--- config.mk ---
export PLATFORM = sky130hd
export DESIGN_NAME = io_input_port
export DESIGN_NICKNAME = d
export VERILOG_FILES = /design/src/rtl/io_input_port.sv
export SDC_FILE = /design/constraint.sdc
export NUM_CORES = 1
export LEC_CHECK = 0
export CORE_MARGIN = 3
export CORE_UTILIZATION = 50
export CTS_CLUSTER_SIZE = 28
export DETAILED_ROUTE_END_ITERATION = 7
export PLACE_DENSITY = 0.77
export SLEW_MARGIN = 20
export SYNTH_ARGS = -nofsm -noshare
export SYNTH_HDL_FRONTEND = slang
export SYNTH_SLANG_ARGS = --single-unit
--- constraint.sdc ---
create_clock -name g_clk -period 8.6 [get_ports g_clk]
set_clock_uncertainty 0.2 [all_clocks]
set_input_delay 2.15 -clock g_clk [delete_from_list [all_inputs] [get_ports g_clk]]
set_output_delay 2.15 -clock g_clk [all_outputs]
set_load 0.05 [all_outputs]
--- src/rtl/io_input_port.sv ---
// io_input_port: byte FIFO from an external peripheral feeding a processor through a 3-phase req/ack handshake.
//   g_clk      in   clock, all state updates on the rising edge
//   g_clr      in   asynchronous active-low reset
//   ext_data   in   [7:0] byte from the peripheral
//   ext_valid  in   ext_data holds a byte to transfer
//   ext_ready  out  FIFO can accept a byte this cycle
//   bus_in     out  [7:0] byte offered to the processor
//   hs_in      out  handshake request to the processor
//   hs_out     in   handshake acknowledge from the processor
//   fifo_count out  [AW:0] current FIFO occupancy
//   int_req    out  data-available request (registered, tracks fifo_count != 0)
module io_input_port #(
    parameter int DEPTH = 4,
    parameter int AW    = 2
) (
    input  logic          g_clk,
    input  logic          g_clr,
    input  logic [7:0]    ext_data,
    input  logic          ext_valid,
    output logic          ext_ready,
    output logic [7:0]    bus_in,
    output logic          hs_in,
    input  logic          hs_out,
    output logic [AW:0]   fifo_count,
    output logic          int_req
);
    typedef enum logic [1:0] {IDLE, OFFER, RELEASE} state_t;

    localparam logic [AW:0] FULL = (AW+1)'(DEPTH);

    state_t        r_state, w_next;
    logic [7:0]    r_mem [DEPTH];
    logic [AW-1:0] r_wp, r_rp;
    logic [AW:0]   r_count, w_count_next;
    logic [7:0]    r_bus;
    logic          r_int;
    logic          w_push, w_pop, w_load;

    assign ext_ready    = r_count != FULL;
    assign w_push       = ext_valid && ext_ready;
    assign w_count_next = r_count + {{AW{1'b0}}, w_push} - {{AW{1'b0}}, w_pop};
    assign bus_in       = r_bus;
    assign hs_in        = r_state == OFFER;
    assign fifo_count   = r_count;
    assign int_req      = r_int;

    // The head is popped when the processor acknowledges, not when it is offered,
    // so a reset mid-offer discards the byte together with the rest of the queue.
    always_comb begin
        w_next = r_state;
        w_load = 1'b0;
        w_pop  = 1'b0;
        case (r_state)
            IDLE: begin
                w_load = (r_count != '0) && !hs_out;
                w_next = w_load ? OFFER : IDLE;
            end
            OFFER: begin
                w_pop  = hs_out;
                w_next = hs_out ? RELEASE : OFFER;
            end
            RELEASE: w_next = hs_out ? RELEASE : IDLE;
            default: w_next = IDLE;
        endcase
    end

    always_ff @(posedge g_clk or negedge g_clr) begin
        if (!g_clr) r_state <= IDLE;
        else        r_state <= w_next;
    end

    always_ff @(posedge g_clk or negedge g_clr) begin
        if (!g_clr) begin
            r_wp    <= '0;
            r_rp    <= '0;
            r_count <= '0;
            r_bus   <= 8'h00;
            r_int   <= 1'b0;
        end else begin
            if (w_push) r_wp <= r_wp + 1'b1;
            if (w_pop)  r_rp <= r_rp + 1'b1;
            if (w_load) r_bus <= r_mem[r_rp];
            r_count <= w_count_next;
            r_int   <= w_count_next != '0;
        end
    end

    // Storage is deliberately unreset; occupancy alone says which entries are live.
    always_ff @(posedge g_clk) begin
        if (w_push) r_mem[r_wp] <= ext_data;
    end
endmodule

==> flow_metrics.tcl <==
set metrics [dict create \
    min_path_type "reg2reg" \
    power.total_mw 0.920 \
    path_class "in2reg" \
    port_buffers 25 \
    htreeDepth 2 \
    worstPathArrival_ps 4410 \
    seq_area_frac_synth_pct 70.1 \
    path_buf_inv 4 \
    overflow 0 \
    grt_usage_pct 15.0 \
    ant_nets 0 \
    p_leak_nw 0.933 \
    use_met3_pct 5.07 \
    synth_area_sq_um 2010 \
    hpwl_um 2180 \
    netlist.area_leader.share_pct 47.7 \
    final_nets 152 \
    cp-end-kind "flip-flop" \
    grt_pass1_vias 1041 \
    final.period_utilization_pct 51.5 \
    cp-start-kind "input pin" \
    rrSetupSlack_ps 5630 \
    met2_usage_pct 23.7 \
    finalHoldViolations 0 \
    cts-root-buf "clkbuf_8" \
    antenna_found_initial 0 \
    first_iter_violations 31 \
    r2r_end "int_req$_DFF_PN0_" \
    critical_path.max_stage_delay_ps 520 \
    worstPathRequired_ps 8590 \
    status "completed" \
    yosys.area_share.simple_pct 4.85 \
    fp.coreArea_sq_um 3770 \
    cts.sinks 50 \
    cts_resized 0 \
    synth_xor_area_share_pct 2.18 \
    grt_max_degree 19 \
    post_synth.cell_area_avg_sq_um 19.4 \
    insertion_delay_ps 300 \
    post-route-min-period_ps 4430 \
    grt_pass1_wl_um 5460 \
    cts.hold.buffers_added 0 \
    setup.worst_path.start "ext_valid" \
    wl_um 3100 \
    die_w_um 69.5 \
    endpoint "int_req$_DFF_PN0_" \
    powerDensity_nw_per_um2 381 \
    drc 0 \
    wire_per_inst_um 17.0 \
    synth-compound-area-share_pct 0.373 \
    critPathMaxFanout 5 \
    cts_max_path_buffers 2 \
    max_slew.worst_pin.slew_ps 823 \
    dr.pass1.iters 4 \
    vdd_drop_max_uv 194 \
    ys_warn_count 0 \
    io_pins 26 \
    diodes 0 \
    whs_path_depth 1 \
    stdcell_count 182 \
    die_h_um 69.5 \
    gr-max-usage-layer "met2" \
    cp.depth 11 \
    crit_top_cell "inv_1" \
    cpLargestDelayFamily "adder cells" \
    dieArea_sq_um 4820 \
    synthCells 104 \
    vias 943 \
    final_max_slew_viol_count 0 \
    layout-drive-gt1-share_pct 18.7 \
    reg2reg_depth 11 \
    setup_viol_count_final 0 \
    numCtsBuffers 5 \
    cap_violations 0 \
    rsz0062_at_grt "false" \
    ys_seq_elements 50 \
    start_util_pct 53.4 \
    area_delta_synth_final_pct 19.9 \
    dp_cells 174 \
    fmax_ghz 0.226 \
    slowest_stage "clkdlybuf4s50_1" \
    synth_top_area_cell "edfxtp_1" \
    rows 22 \
    fin_setup_tns_ps 0 \
    post_cts_buffers 0 \
    cts_tree "built" \
    path_clk_slew_ps 80 \
    synth_top_family_by_area "multiplexers" \
    rr_startpoint "fifo_count[1]$_DFF_PN0_" \
    max_slew_margin_pct 44.9 \
    globalplace.congestion 0.744 \
    worstPathCellList "clkdlybuf4s50_1 > and2_4 > inv_1 > ha_1 > inv_1 > ha_1 > inv_1 > fa_1 > xnor2_1 > xnor2_1 > or3_1" \
    synth_nets 123 \
    synth.area.mux_share_pct 15.7 \
    yosysUniqueCellTypes 23 \
    synth_fa_ha_area_share_pct 4.72 \
    ys_top_cells_by_area "edfxtp_1, dfrtp_1, mux4_2, mux2_4, ha_1" \
    vias_per_cell 5.18 \
    met1_usage_pct 19.5 \
]
## kinds of logic (layout without fill, tap and decap cells)
family                   Yosys count  in the layout
buffers and inverters              9             39
multiplexers                      17             17
AND/OR/NAND/NOR                   15             15
adder cells (fa/ha/maj)            7              7
AO/OA/AOI/OAI                      1              1
XOR/XNOR                           5              5
flip-flops                        50             50
## state kept, by name, summed over array words and instances (netlist names)
| name | flops |
|---|---|
| bus_in | 8 |
| fifo_count | 3 |
| int_req | 1 |
| r_mem | 32 |
| r_rp | 2 |
| r_state | 2 |
| r_wp | 2 |
## cell type report
type                       instances  area, sq um
sequential                        50         1410
clock inverter                     2         37.5
timing repair buffer              25          250
fill                             263         1360
tap                               48         60.1
inverter                           6         22.5
multi-input combinational         45          559
clock buffer                       6         72.6
## placed cells by master, fill, tap and decap left out, types with 2 or more instances in the layout
master and instances:
clkdlybuf4s50_1 25, nor2b_1 2, edfxtp_1 32, clkbuf_8 5
xnor2_1 4, inv_1 6, mux4_2 8, ha_1 6
nor3_1 2, mux2_4 9, and3_1 4, dfrtp_1 18
## synth_stat cells
| master | count |
|---|---|
| o21a_1 | 1 |
| mux2_4 | 9 |
| edfxtp_1 | 32 |
| nor3_1 | 2 |
| buf_6 | 1 |
| nor4_1 | 1 |
| dfrtp_1 | 18 |
| xnor2_1 | 4 |
| or3b_1 | 1 |
| and2_4 | 1 |
| or3_1 | 1 |
| fa_1 | 1 |
| ha_1 | 6 |
| or4_1 | 1 |
| nor2b_1 | 2 |
| inv_1 | 6 |
| mux4_2 | 8 |
| and3b_1 | 1 |
| nand2_1 | 1 |
| and3_1 | 4 |
| buf_2 | 1 |
| xor2_1 | 1 |
| clkbuf_1 | 1 |
## where the power goes
part           internal, mW  leakage (nW)  total (mW)  switching, mW
Sequential            0.331         0.504       0.387         0.0566
Clock                0.0867        0.0514       0.161         0.0741
Combinational         0.171         0.378       0.371          0.201
## metal layers
| layer | vias to the layer above | routed length (um) | part of all wire, % |
|---|---|---|---|
| li1 | 446 | - | - |
| met1 | 476 | 1340 | 43 |
| met2 | 15 | 1590 | 51 |
| met3 | 6 | 126 | 4.1 |
| met4 | 0 | 51 | 1.6 |
| met5 | - | 0 | 0 |
## metrics by stage
| step | setup slack (ps) | cell area, sq um | util, % | hold WS, ps |
|---|---|---|---|---|
| 2_1_floorplan | 4490 | 2010 | - | 252 |
| 3_3_place_gp | 3950 | 2300 | 61.1 | 280 |
| 3_5_place_dp | 3840 | 2300 | 61.1 | 291 |
| 4_1_cts | 4170 | 2410 | 64.0 | 313 |
| 5_1_grt | 4040 | 2410 | 64.0 | 329 |
| 6_report | 4170 | 2410 | 64.0 | 309 |
## worst min-delay path by stage
stage	startpoint	endpoint	slack, ps
after floorplan	r_state[1]$_DFF_PN0_	r_state[0]$_DFF_PN0_	250
after global placement	r_state[1]$_DFF_PN0_	r_state[0]$_DFF_PN0_	280
after detailed placement	bus_in[3]$_DFFE_PN0N_	bus_in[3]$_DFFE_PN0N_	290
after CTS	bus_in[3]$_DFFE_PN0N_	bus_in[3]$_DFFE_PN0N_	310
after global routing	bus_in[4]$_DFFE_PN0N_	bus_in[4]$_DFFE_PN0N_	330
final	bus_in[3]$_DFFE_PN0N_	bus_in[3]$_DFFE_PN0N_	310
Power figures use the tool's default switching activity.
